$ cat config.mk
export PLATFORM = sky130hd
export DESIGN_NAME = occupancy_map_arbiter
export DESIGN_NICKNAME = d
export VERILOG_FILES = /design/src/rtl/occupancy_map_pkg.sv /design/src/rtl/log_odds_saturating_adder.sv /design/src/rtl/occupancy_map_arbiter.sv
export SDC_FILE = /design/constraint.sdc
export NUM_CORES = 1
export LEC_CHECK = 0
export CAP_MARGIN = 20
export CORE_ASPECT_RATIO = 0.75
export CORE_MARGIN = 1
export CORE_UTILIZATION = 40
export DETAILED_ROUTE_END_ITERATION = 6
export HOLD_SLACK_MARGIN = 0.12
export PLACE_DENSITY = 0.67
export SLEW_MARGIN = 10
export SYNTH_ARGS = -nofsm -noshare
export SYNTH_HDL_FRONTEND = slang
export SYNTH_SLANG_ARGS = --single-unit
$ cat constraint.sdc
create_clock -name i_clock -period 5.3 [get_ports i_clock]
set_input_delay 1.59 -clock i_clock [delete_from_list [all_inputs] [get_ports i_clock]]
set_output_delay 1.59 -clock i_clock [all_outputs]
set_load 0.01 [all_outputs]
$ cat src/rtl/occupancy_map_pkg.sv
// ---------------------------------------------------------------------------
// occupancy_map_pkg
// Shared geometry, types and arbiter state encoding for the occupancy map
// RAM arbiter. The map is 256 (x) by 128 (y) signed log-odds cells, addressed
// as {y[6:0], x[7:0]}.
// ---------------------------------------------------------------------------
package occupancy_map_pkg;

    localparam int MAP_WIDTH      = 256;
    localparam int MAP_HEIGHT     = 128;
    localparam int ADDR_WIDTH     = 15;
    localparam int LOG_ODDS_WIDTH = 8;

    typedef logic        [ADDR_WIDTH-1:0]     map_addr_t;
    typedef logic signed [LOG_ODDS_WIDTH-1:0] log_odds_t;

    typedef enum logic [1:0] {
        IDLE   = 2'd0,
        UPD_WR = 2'd1,
        CLEAR  = 2'd2
    } arb_state_t;

    // Highest cell address; a clear sweep ends after writing this one.
    localparam map_addr_t LAST_ADDR = map_addr_t'(MAP_WIDTH * MAP_HEIGHT - 1);

endpackage

$ cat src/rtl/log_odds_saturating_adder.sv
// ---------------------------------------------------------------------------
// log_odds_saturating_adder
// Combinational signed add of two WIDTH-bit values, formed one bit wider so
// the raw sum cannot overflow, then clamped to [MIN_VAL, MAX_VAL].
//   i_a    in  WIDTH  current cell value (signed)
//   i_b    in  WIDTH  increment (signed)
//   o_sum  out WIDTH  clamped result (signed)
// ---------------------------------------------------------------------------
module log_odds_saturating_adder #(
    parameter int WIDTH   = 8,
    parameter int MIN_VAL = -127,
    parameter int MAX_VAL = 127
) (
    input  logic signed [WIDTH-1:0] i_a,
    input  logic signed [WIDTH-1:0] i_b,
    output logic signed [WIDTH-1:0] o_sum
);

    localparam logic signed [WIDTH:0] MIN_W = (WIDTH+1)'(MIN_VAL);
    localparam logic signed [WIDTH:0] MAX_W = (WIDTH+1)'(MAX_VAL);

    logic signed [WIDTH:0] w_wide_sum;

    assign w_wide_sum = {i_a[WIDTH-1], i_a} + {i_b[WIDTH-1], i_b};

    // NOTE: every path assigns o_sum, so this stays purely combinational.
    always_comb begin
        if (w_wide_sum < MIN_W) begin
            o_sum = MIN_W[WIDTH-1:0];
        end else if (w_wide_sum > MAX_W) begin
            o_sum = MAX_W[WIDTH-1:0];
        end else begin
            o_sum = w_wide_sum[WIDTH-1:0];
        end
    end

endmodule

$ cat src/rtl/occupancy_map_arbiter.sv
// ---------------------------------------------------------------------------
// occupancy_map_arbiter
// Sole driver of the single-port occupancy map RAM. Shares it between the
// map-update stage (read-modify-write with saturation), the scan matcher
// (reads) and, when OCC_ARB_DUMP_PORT_EN is defined, a debug dump reader.
// Also runs a full-map clear sweep on command.
//
// Configuration macro: OCC_ARB_DUMP_PORT_EN (adds the dump ports, lowest
// priority). Without it only clear, update and matcher are served.
//
// Ports:
//   i_clock                      system clock, rising edge
//   i_reset                      synchronous, active-low reset
//   i_clear_start / o_clear_done clear request pulse / completion pulse
//   o_busy                       clearing or update write pending
//   i_upd_valid/o_upd_ready, i_upd_addr, i_upd_delta    update requests
//   i_mat_valid/o_mat_ready, i_mat_addr                 matcher reads
//   o_mat_rsp_valid, o_mat_rsp_data                     matcher responses
//   i_dump_* / o_dump_*          dump reader (macro only), as matcher
//   o_mem_addr, o_mem_we, o_mem_wdata, i_mem_rdata      RAM port
//                                (read data valid 1 cycle after address)
// ---------------------------------------------------------------------------
module occupancy_map_arbiter
    import occupancy_map_pkg::*;
#(
    parameter int DATA_WIDTH   = 8,
    parameter int LOG_ODDS_MIN = -127,
    parameter int LOG_ODDS_MAX = 127,
    parameter int CLEAR_VALUE  = 0,
    parameter int STARVE_LIMIT = 4
) (
    input  logic                  i_clock,
    input  logic                  i_reset,
    input  logic                  i_clear_start,
    output logic                  o_clear_done,
    output logic                  o_busy,
    input  logic                  i_upd_valid,
    output logic                  o_upd_ready,
    input  logic [ADDR_WIDTH-1:0] i_upd_addr,
    input  logic [DATA_WIDTH-1:0] i_upd_delta,
    input  logic                  i_mat_valid,
    output logic                  o_mat_ready,
    input  logic [ADDR_WIDTH-1:0] i_mat_addr,
    output logic                  o_mat_rsp_valid,
    output logic [DATA_WIDTH-1:0] o_mat_rsp_data,
`ifdef OCC_ARB_DUMP_PORT_EN
    input  logic                  i_dump_valid,
    output logic                  o_dump_ready,
    input  logic [ADDR_WIDTH-1:0] i_dump_addr,
    output logic                  o_dump_rsp_valid,
    output logic [DATA_WIDTH-1:0] o_dump_rsp_data,
`endif
    output logic [ADDR_WIDTH-1:0] o_mem_addr,
    output logic                  o_mem_we,
    output logic [DATA_WIDTH-1:0] o_mem_wdata,
    input  logic [DATA_WIDTH-1:0] i_mem_rdata
);

    localparam int STARVE_W = ($clog2(STARVE_LIMIT + 1) < 1) ? 1 : $clog2(STARVE_LIMIT + 1);
    localparam logic [STARVE_W-1:0]   STARVE_MAX = STARVE_W'(STARVE_LIMIT);
    localparam logic [DATA_WIDTH-1:0] CLEAR_WORD = DATA_WIDTH'(CLEAR_VALUE);

    arb_state_t            r_state;
    arb_state_t            w_next_state;
    map_addr_t             r_clr_cnt;
    map_addr_t             r_upd_addr;
    logic [DATA_WIDTH-1:0] r_upd_delta;
    logic [STARVE_W-1:0]   r_starve_cnt;
    logic                  r_clear_done;
    logic                  r_mat_rsp_valid;

    logic                  w_upd_ready;
    logic                  w_mat_ready;
    logic [ADDR_WIDTH-1:0] w_mem_addr;
    logic                  w_mem_we;
    logic [DATA_WIDTH-1:0] w_mem_wdata;
    logic [DATA_WIDTH-1:0] w_sat_sum;
    logic                  w_starved;

`ifdef OCC_ARB_DUMP_PORT_EN
    logic                  w_dump_ready;
    logic                  r_dump_rsp_valid;
`endif

    // Read-modify-write: i_mem_rdata holds the old cell value during UPD_WR.
    log_odds_saturating_adder #(
        .WIDTH   (DATA_WIDTH),
        .MIN_VAL (LOG_ODDS_MIN),
        .MAX_VAL (LOG_ODDS_MAX)
    ) u_sat_add (
        .i_a   (i_mem_rdata),
        .i_b   (r_upd_delta),
        .o_sum (w_sat_sum)
    );

    // The matcher pre-empts updates only once it has watched STARVE_LIMIT
    // consecutive update grants go by.
    assign w_starved = (r_starve_cnt == STARVE_MAX);

    always_comb begin
        w_next_state = r_state;
        w_upd_ready  = 1'b0;
        w_mat_ready  = 1'b0;
        w_mem_addr   = '0;
        w_mem_we     = 1'b0;
        w_mem_wdata  = '0;
`ifdef OCC_ARB_DUMP_PORT_EN
        w_dump_ready = 1'b0;
`endif
        unique case (r_state)
            IDLE: begin
                if (i_clear_start) begin
                    w_next_state = CLEAR;
                end else if (w_starved && i_mat_valid) begin
                    w_mat_ready = 1'b1;
                    w_mem_addr  = i_mat_addr;
                end else if (i_upd_valid) begin
                    w_upd_ready  = 1'b1;
                    w_mem_addr   = i_upd_addr;
                    w_next_state = UPD_WR;
                end else if (i_mat_valid) begin
                    w_mat_ready = 1'b1;
                    w_mem_addr  = i_mat_addr;
                end
`ifdef OCC_ARB_DUMP_PORT_EN
                else if (i_dump_valid) begin
                    w_dump_ready = 1'b1;
                    w_mem_addr   = i_dump_addr;
                end
`endif
            end
            UPD_WR: begin
                w_mem_we     = 1'b1;
                w_mem_addr   = r_upd_addr;
                w_mem_wdata  = w_sat_sum;
                w_next_state = IDLE;
            end
            CLEAR: begin
                w_mem_we    = 1'b1;
                w_mem_addr  = r_clr_cnt;
                w_mem_wdata = CLEAR_WORD;
                if (r_clr_cnt == LAST_ADDR) begin
                    w_next_state = IDLE;
                end
            end
            default: w_next_state = IDLE;
        endcase

        // Held in reset: nothing is granted and the RAM port is quiet.
        if (!i_reset) begin
            w_next_state = IDLE;
            w_upd_ready  = 1'b0;
            w_mat_ready  = 1'b0;
            w_mem_addr   = '0;
            w_mem_we     = 1'b0;
            w_mem_wdata  = '0;
`ifdef OCC_ARB_DUMP_PORT_EN
            w_dump_ready = 1'b0;
`endif
        end
    end

    // NOTE: state registers use non-blocking assignments so every register
    // samples the pre-edge values of the others.
    always_ff @(posedge i_clock) begin
        if (!i_reset) begin
            r_state         <= IDLE;
            r_clr_cnt       <= '0;
            r_upd_addr      <= '0;
            r_upd_delta     <= '0;
            r_starve_cnt    <= '0;
            r_clear_done    <= 1'b0;
            r_mat_rsp_valid <= 1'b0;
        end else begin
            r_state         <= w_next_state;
            r_mat_rsp_valid <= w_mat_ready;
            r_clear_done    <= (r_state == CLEAR) && (r_clr_cnt == LAST_ADDR);
            r_clr_cnt       <= (r_state == CLEAR) ? r_clr_cnt + 1'b1 : '0;

            if (w_upd_ready) begin
                r_upd_addr  <= i_upd_addr;
                r_upd_delta <= i_upd_delta;
            end

            if (w_mat_ready || !i_mat_valid) begin
                r_starve_cnt <= '0;
            end else if (w_upd_ready) begin
                r_starve_cnt <= r_starve_cnt + 1'b1;
            end
        end
    end

`ifdef OCC_ARB_DUMP_PORT_EN
    always_ff @(posedge i_clock) begin
        if (!i_reset) begin
            r_dump_rsp_valid <= 1'b0;
        end else begin
            r_dump_rsp_valid <= w_dump_ready;
        end
    end

    assign o_dump_ready     = w_dump_ready;
    assign o_dump_rsp_valid = r_dump_rsp_valid && i_reset;
    assign o_dump_rsp_data  = o_dump_rsp_valid ? i_mem_rdata : '0;
`endif

    assign o_upd_ready     = w_upd_ready;
    assign o_mat_ready     = w_mat_ready;
    assign o_mat_rsp_valid = r_mat_rsp_valid && i_reset;
    assign o_mat_rsp_data  = o_mat_rsp_valid ? i_mem_rdata : '0;
    assign o_clear_done    = r_clear_done && i_reset;
    assign o_busy          = i_reset && (r_state != IDLE);
    assign o_mem_addr      = w_mem_addr;
    assign o_mem_we        = w_mem_we;
    assign o_mem_wdata     = w_mem_wdata;

endmodule

# Word-level counts from Yosys, hierarchy flattened
# Index checks and enable logic that the tools add are counted.
[totals] regBits=45 latchBits=0 mem_bits_rw=0 mem_bits_ro=0 inputBits=51 out_inout_bits=37 word_cells=62 mem_count=0
[op_classes] n_addsub=3 multipliers=0 div=0 n_lt_le_gt_ge=2 eq_ne=7 shifts=0 muxes=29 bitwise_logic=1 reduce_logical=13
[op_table] cell="2-to-1 mux 15 bit" count=5
[op_table] cell="one-hot mux 15 bit (3 select lines)" count=1
[op_table] cell="2-to-1 mux 8 bit" count=5
[op_table] cell="adder 15 x 1 -> 15 bit, second input constant" count=1
[op_table] cell="equality test 15 bit, second input constant" count=1
[op_table] cell="2-to-1 mux 1 bit" count=13
[op_table] cell="adder 8 x 8 -> 9 bit" count=1
[op_table] cell="> comparator 9 x 8 -> 1 bit, second input constant" count=1
[op_table] cell="< comparator 9 x 8 -> 1 bit, second input constant" count=1
[op_table] cell="2-to-1 mux 2 bit" count=4
[op_table] cell="!= test 3 bit, second input constant" count=2
[op_table] cell="logical AND 1 bit" count=5
[op_table] cell="one-hot mux 2 bit (2 select lines)" count=1
[op_table] cell="OR reduction 2 bit" count=2
[op_table] cell="adder 3 x 1 -> 3 bit, second input constant" count=1
[op_table] cell="equality test 3 bit, second input constant" count=1
[op_table] cell="AND reduction 3 bit" count=1
[op_table] cell="equality test 2 x 1 -> 1 bit, second input constant" count=1
[op_table] cell="equality test 2 bit, second input constant" count=1
[op_table] cell="zero test 2 bit" count=1
[op_table] cell="!= test 2 bit, second input constant" count=1
[op_table] cell="AND reduction 2 bit" count=1
[op_table] cell="nonzero test 2 bit" count=1
[op_table] cell="zero test 1 bit" count=1
[op_table] cell="2 further kinds" count=2

# Logic depth before layout (Yosys ltp)
# Gate-level depths: netlist of the first run.
[logic_depth] ltp_word=8 ltp_mapped=10 ltp_nobuf=8

# Modules after synthesis
# From an unflattened synthesis of the first run, not the netlist that was laid out.
[unflattened] cells_unflattened=347 hier_area_um2=2807.7
[by_module_without_submodules] mod="occupancy_map_arbiter" n_inst=1 cells_each=298 area_each_um2=2383.5 seq_area_each_um2=900.9
[by_module_without_submodules] mod="log_odds_saturating_adder" n_inst=1 cells_each=49 area_each_um2=424.2 seq_area_each_um2=0.0

# Least setup slack after synthesis of the first run
# Ideal clock, no wire load.
[synth_path] path_kind="input to output" startpoint="input port i_mem_rdata[0]" endpoint="output port o_mem_wdata[0]" t_arrival_ns=3.572 required_ns=3.710 setup_slack_ns=0.138 cell_stages=7 path_buffers=0 cell_sequence="ha_1 -> fa_1 -> a211o_1 -> o21ai_0 -> xnor2_1 -> or4b_1 -> a221oi_2"
[synth_between] elab_chain_len=6 word_cells_on_any_way=7 classes_between="add/sub (1); order compare (2); mux (4)"
[synth_lines] item="start, declared" line_no="occupancy_map_arbiter.sv:56" source="input logic [DATA_WIDTH-1:0] i_mem_rdata"
[synth_lines] item="adder 8 x 8 -> 9 bit *" line_no="log_odds_saturating_adder.sv:24" source="assign w_wide_sum = {i_a[WIDTH-1], i_a} + {i_b[WIDTH-1], i_b};"
[synth_lines] item="> comparator 9 x 8 -> 1 bit" line_no="log_odds_saturating_adder.sv:30" source="end else if (w_wide_sum > MAX_W) begin"
[synth_lines] item="2-to-1 mux 8 bit" line_no="log_odds_saturating_adder.sv:30"
[synth_lines] item="2-to-1 mux 8 bit *" line_no="log_odds_saturating_adder.sv:28" source="if (w_wide_sum < MIN_W) begin"
[synth_lines] item="2-to-1 mux 8 bit *" line_no="occupancy_map_arbiter.sv:110" source="unique case (r_state)"
[synth_lines] item="2-to-1 mux 8 bit *" line_no="occupancy_map_arbiter.sv:150" source="if (!i_reset) begin"
[synth_lines] item="end, declared" line_no="occupancy_map_arbiter.sv:55" source="output logic [DATA_WIDTH-1:0] o_mem_wdata,"
# Mark *: on every way between the ends. The rest lies on a longest branch, timed or not.

# Worst setup path in the final report of the first run
[layout_path] startpoint="input port i_mem_rdata[5]" endpoint="output port o_mem_wdata[5]"
# Same word-level chain as after synthesis.

==> run_results.csv, run 1 <==
group,metric,value,unit
hold_path,hold_class,"reg -> reg",
clock_tree,cts_buffer_depth,2,
pwr,leakagePower,1.74,nW
clock_tree,cts_tree,"built",
grt,grt_max_degree,45,
sta,fin_tns_setup,0,ps
grt,grt.overflow.total,0,
grt,grt_pass1_vias,2720,
finish,drive_gt1_share,19.1,%
floorplan,io_pins,88,
finish,diodes,0,
sta,min_period,5260,ps
route,vias,3009,
yosys,synth-edff-count,0,
pwr,power,0.944,mW
sta,drv_slew,0,
finish,design_area,4330,um^2
sta,tightest_slew,706,ps
finish,nNetsFinal,536,
yosys,yosys_warnings,0,
yosys,ys.flop_type,"dfxtp_1",
clock_tree,clkSlewWorstSetupHoldPaths,90,ps
clock_tree,cts_made_buffers,5,
placement,place_area,3990,um^2
floorplan,coreArea,6800,um^2
route,routed_wirelength,8630,um
pwr,powerDensity,218,nW/um^2
sta,rsz0062_at_grt,"true",
route,wl_met2,3800,um
outcome,status,"finished clean",
yosys,yosysSeqAreaShare,32.1,%
route,dr_wl_met3,331,um
worst_setup_path,cp_data_arrival_time,3670,ps
placement,gp_congestion,0.835,
placement,port_buffers,87,
grt,antenna_found_initial,0,
placement,hpwlAfterDp,6250,um
yosys,async_flop_share,0,%
route,drc,0,
finish,syn_to_final_growth,54.0,%
route,topRoutingLayerUsed,"met4",
route,drt-vias-per-instance,5.43,
route,drtAntennaViolNets,0,
worst_setup_path,crit_type,"in -> out",
pwr,ir_worst_vdd,0.137,mV
clock_tree,holdBufCountCts,0,
sta,finClkSkew,9.82,ps
yosys,syn-num-nets,415,
yosys,ys_seq_elements,45,
sta,fmax,0.190,GHz
route,wl_met1,4440,um
yosys,synth_area_per_cell,8.07,um^2
grt,grt_pass1_wl,13500,um
route,firstDrtPassIters,7,
grt,grtUsageTotal,23.2,%
clock_tree,h-tree-depth,2,
floorplan,fp.dieW,98.8,um
route,wl_per_cell,15.6,um
floorplan,die-area,7360,um^2
sta,hold_viol,0,
yosys,synthCells,348,
worst_setup_path,critPathRequiredTime,3710,ps
sta,setup_viol,0,
route,drt_first_iter_violations,170,
floorplan,start_util,41.3,%
clock_tree,cts_sinks,45,
sta,slew_headroom,52.9,%
worst_setup_path,endpoint_kind,"primary output",
worst_setup_path,path_max_fanout,4,
clock_tree,clk-insertion-delay-late,300,ps
yosys,synth_area,2810,um^2
run,max_cap_viol_count,0,
floorplan,die-height,74.6,um
floorplan,num_rows,26,
clock_tree,clk_root_buffer_cell,"clkbuf_8",
finish,nFillCells,578,
yosys,synth_cell_types,55,
sta,post-route-period-util,99.3,%
worst_setup_path,start_kind,"input pin",
timing repair:
| item | in CTS | in global routing |
|---|---|---|
| pin swaps | 17 | 8 |
| setup endpoints to repair | 18 | 19 |
| gates resized for setup | 69 | 14 |
| setup buffers | 7 | 0 |
cell type report:
type,count,area (um^2),area share [%]
Sequential cell,45,901,20.8
Clock buffer,6,72.6,1.68
Timing Repair Buffer,129,1160,26.7
Multi-Input combinational cell,277,2010,46.5
Inverter,11,41.3,0.954
Tap cell,84,105,2.43
Clock inverter,2,38.8,0.896
cell usage in the layout, fill, tap and decap left out, drive strengths merged, types with 7 or more instances in the layout:
cell | synthesis | layout
nor2b | 8 | 8
clkdlybuf4s50 | 0 | 70
nand2 | 52 | 52
ha | 15 | 15
and2 | 7 | 7
a222oi | 15 | 15
o21ai | 9 | 9
nor2 | 34 | 34
a21oi | 17 | 17
and3 | 11 | 11
a21boi | 11 | 11
xnor2 | 8 | 8
clkbuf | 13 | 7
buf | 2 | 51
xor2 | 7 | 7
nand3 | 18 | 18
inv | 11 | 11
dfxtp | 45 | 45
power breakdown:
part	internal (mW)	total (mW)	switching, mW
Combinational	0.165	0.314	0.150
Sequential	0.352	0.365	0.0132
Clock	0.142	0.264	0.122
Total	0.658	0.944	0.285
critical path, cell delays in order:
cell	delay (ps)
dlygate4sd2_1	270
ha_4	250
o21a_1	200
nor3b_4	180
or4_4	500
buf_6	140
a21o_1	190
a31o_1	220
buf_2	140
registers in the layout, summed over array words and instances (netlist names):
signal / cells
r_clear_done: 1
r_starve_cnt: 3
r_upd_addr: 15
r_mat_rsp_valid: 1
r_upd_delta: 8
r_clr_cnt: 15
r_state: 2
cell usage after synthesis (all sizes together), types with 2 or more instances:
library cell / instances / area [um^2]
and2: 7 / 43.8
a22o: 5 / 43.8
a21boi: 11 / 82.6
nand2: 52 / 195
nand4: 4 / 25.0
nor2b: 8 / 50.1
nor3b: 2 / 15.0
o21a: 3 / 22.5
nor3: 5 / 25.0
a31o: 3 / 26.3
o21ai: 9 / 45.0
xor2: 7 / 61.3
nand2b: 3 / 18.8
clkbuf: 13 / 48.8
xnor2: 8 / 70.1
a21oi: 17 / 88.8
a211oi: 3 / 32.5
o31ai: 2 / 15.0
o211ai: 4 / 30.0
a21o: 3 / 22.5
nor2: 34 / 128
buf: 2 / 10.0
o221ai: 2 / 17.5
ha: 15 / 188
a222oi: 15 / 150
mux2i: 5 / 50.1
inv: 11 / 41.3
dfxtp: 45 / 901
nand3: 18 / 90.1
or3: 3 / 18.8
and3: 11 / 68.8
routing by layer:
layer	up-vias	track usage (%)
li1	1514	-
met1	1422	34.3
met2	66	35.9
met3	7	3.48
met4	0	4.98
met5	-	0
final timing paths:
check | startpoint | endpoint | slack (ps) | depth (start not counted)
setup / recovery | i_mem_rdata[5] | o_mem_wdata[5] | 40 | 9
hold / removal | r_upd_addr[3] | r_upd_addr[3] | 460 | 2
setup reg to reg | r_state[0] | r_clear_done | 3330 | 4
hold reg to reg | r_upd_addr[3] | r_upd_addr[3] | 460 | 2
metrics by stage:
| stage | utilization [%] | instances | setup slack, ps | hold slack, ps |
|---|---|---|---|---|
| finish | 63.6 | 554 | 36.3 | 457 |
| global route | 63.6 | 554 | -28.8 | 490 |
| CTS | 63.0 | 554 | -19.0 | 456 |
| detailed placement | 58.7 | 539 | -836 | 444 |
| global placement | 58.7 | 539 | -757 | 441 |
| floorplan | - | 348 | 138 | 429 |
cells by family after synthesis:
logic type | count (synthesis) | synth area share (%)
and+or+nand+nor | 154 | 26.3
muxes | 6 | 2.18
DFF | 45 | 32.1
xor gates and xnor gates | 15 | 4.68
buffers and inverters | 26 | 3.56
AOI/OAI and AO/OA | 86 | 23.8
adders and majority gates | 16 | 7.39
No activity file was read; power rests on OpenSTA's default activity.
==> run 2: changes to the inputs <==
--- a/config.mk
+++ b/config.mk
@@ -6,13 +6,12 @@
 export NUM_CORES = 1
 export LEC_CHECK = 0
 export CAP_MARGIN = 20
-export CORE_ASPECT_RATIO = 0.75
 export CORE_MARGIN = 1
 export CORE_UTILIZATION = 40
 export DETAILED_ROUTE_END_ITERATION = 6
 export HOLD_SLACK_MARGIN = 0.12
 export PLACE_DENSITY = 0.67
-export SLEW_MARGIN = 10
+export SLEW_MARGIN = 20
 export SYNTH_ARGS = -nofsm -noshare
 export SYNTH_HDL_FRONTEND = slang
 export SYNTH_SLANG_ARGS = --single-unit
==> run_results.csv, run 2 (same netlist as run 1, synthesis figures left out) <==
group,metric,value,unit
placement,gp_congestion,0.832,
worst_setup_path,rrSetupSlack,3370,ps
sta,hold_viol,0,
run,max_cap_viol_count,0,
worst_setup_path,start_kind,"input pin",
clock_tree,h-tree-depth,2,
sta,tightest_slew,714,ps
clock_tree,cts_buffer_depth,2,
finish,layout_common_cells,"72 x clkdlybuf4s50_1, 52 x nand2_1, 45 x dfxtp_1",
finish,nFillCells,609,
worst_setup_path,r2r-end,"r_state[1]",
clock_tree,holdBufCountCts,0,
sta,setup_viol,3,
outcome,status,"finished with violations",
finish,design_area,4310,um^2
sta,slew_headroom,52.4,%
clock_tree,clk-insertion-delay-late,300,ps
grt,grt_pass1_wl,13900,um
worst_setup_path,path_max_fanout,5,
clock_tree,cts_sinks,45,
worst_setup_path,rr_startpoint,"r_state[0]",
sta,min_period,5330,ps
sta,post-route-period-util,101,%
worst_setup_path,worst_path_max_delay_cell,"a2111oi_4",
finish,layout_commonest_cell,"clkdlybuf4s50_1",
grt,antenna_found_initial,0,
route,firstDrtPassIters,6,
floorplan,fp.dieW,85.8,um
worst_setup_path,crit_path_max_incr_delay,360,ps
finish,fin_cells,566,
worst_setup_path,endpoint_kind,"primary output",
sta,fin_tns_setup,-53.9,ps
finish,diodes,0,
sta,drv_slew,0,
grt,grtUsageTotal,23.8,%
clock_tree,clk_root_buffer_cell,"clkbuf_8",
placement,dp_cells,553,
placement,hpwlAfterDp,6120,um
finish,syn_to_final_growth,53.5,%
placement,port_buffers,87,
finish,reg_top3,"r_clr_cnt x15, r_upd_addr x15, r_upd_delta x8",
hold_path,hp-start,"r_upd_addr[12]",
worst_setup_path,path_delay_family,"compound AO/OA/AOI/OAI gates",
route,drc,0,
route,vias,3054,
pwr,leakagePower,1.71,nW
clock_tree,cts_tree,"built",
floorplan,io_pins,88,
finish,drive_gt1_share,18.5,%
floorplan,num_rows,30,
worst_setup_path,ff2ff_path_depth,6,
floorplan,die-height,85.8,um
sta,fmax,0.188,GHz
worst_setup_path,crit_type,"in -> out",
worst_setup_path,critPathBufInv,4,
grt,grt_max_degree,37,
worst_setup_path,path_cells,"buf_8, ha_4, fa_2, a211o_1, buf_6, a2111oi_4, nor3_4, buf_12, a21o_1, a31o_1, buf_2",
sta,worst_slack,-29.6,ps
route,routed_wirelength,8460,um
route,drtAntennaViolNets,0,
hold_path,hold_depth,2,
finish,nNetsFinal,536,
route,drt_first_iter_violations,205,
outcome,violations,"setup timing",
clock_tree,cts_made_buffers,5,
hold_path,hold_path_end,"r_upd_addr[12]",
grt,grt_pass1_vias,2875,
sta,rsz0062_at_grt,"true",
clock_tree,clkSlewWorstSetupHoldPaths,100,ps
sta,finClkSkew,10.3,ps
worst_setup_path,cp_data_arrival_time,3740,ps
floorplan,die-area,7360,um^2
route,drt-vias-per-instance,5.40,
placement,place_area,4020,um^2
pwr,powerDensity,230,nW/um^2
worst_setup_path,critPathRequiredTime,3710,ps
route,wl_per_cell,14.9,um
floorplan,coreArea,6790,um^2
pwr,ir_worst_vdd,0.163,mV
hold_path,hold_class,"reg -> reg",
grt,grt.overflow.total,0,
floorplan,start_util,41.3,%
placement,dp_slack,-837,ps
==> run 2: worst max-delay path by stage <==
stage	slack (ps)	cells past startpoint	start	endpoint
2_1_floorplan	140	7	i_mem_rdata[0]	o_mem_wdata[0]
3_3_place_gp	-790	9	i_mem_rdata[0]	o_mem_wdata[0]
3_5_place_dp	-840	9	i_mem_rdata[0]	o_mem_wdata[0]
4_1_cts	-60	11	i_mem_rdata[0]	o_mem_wdata[4]
5_1_grt	-120	11	i_mem_rdata[0]	o_mem_wdata[6]
6_report	-30	11	i_mem_rdata[0]	o_mem_wdata[6]
==> run 2: through the flow <==
stage                     power [mW]  hold slack (ps)  util (%)
after floorplan                0.511              429         -
after global placement         0.645              440      59.2
after detailed placement       0.649              446      59.2
after CTS                      0.985              458      62.8
after global routing            1.04              472      63.5
final                          0.993              460      63.5
==> run 2: cell type report <==
type | count | area (um^2) | share of cell area, %
Clock buffer | 5 | 68.8 | 1.60
Timing Repair Buffer | 129 | 1160 | 26.9
Inverter | 11 | 41.3 | 0.957
Sequential cell | 45 | 901 | 20.9
Multi-Input combinational cell | 277 | 1950 | 45.3
Tap cell | 96 | 120 | 2.79
Clock inverter | 3 | 68.8 | 1.60
==> run 2: metal layers <==
layer / vias to the layer above / track usage, % / wire length (um)
met3: 9 / 3.56 / 360
met4: 0 / 6.06 / 96
li1: 1510 / - / -
met5: - / 0 / 0
met1: 1454 / 32.2 / 3930
met2: 81 / 39.6 / 4070
==> run 2: worst register-to-register path, cell delays in order, from the launching register on <==
cell,delay [ps]
dfxtp_1,340
inv_1,100
ha_1,630
inv_1,90
a41oi_1,280
mux2_2,370
o21ai_1,70
==> run 2: what timing repair did <==
| item | in CTS | in global routing |
|---|---|---|
| pin swaps | 13 | 8 |
| setup buffers | 4 | 2 |
| resized for setup | 65 | 8 |
| hold endpoints to repair | 0 | 0 |
| setup endpoints to repair | 18 | 18 |
==> run 2: power by group <==
part	leakage (nW)	switching (mW)	total (mW)	internal [mW]
Combinational	1.28	0.147	0.310	0.163
Clock	0.0687	0.129	0.318	0.190
Sequential	0.365	0.0122	0.364	0.352
==> run 3: changes to the inputs <==
--- a/config.mk
+++ b/config.mk
@@ -11,7 +11,7 @@
 export DETAILED_ROUTE_END_ITERATION = 6
 export HOLD_SLACK_MARGIN = 0.12
 export PLACE_DENSITY = 0.67
-export SLEW_MARGIN = 20
+export SLEW_MARGIN = 30
 export SYNTH_ARGS = -nofsm -noshare
 export SYNTH_HDL_FRONTEND = slang
 export SYNTH_SLANG_ARGS = --single-unit
==> results of run 3 <==
The final DEF is identical to that of run 2; final timing and power are the same.
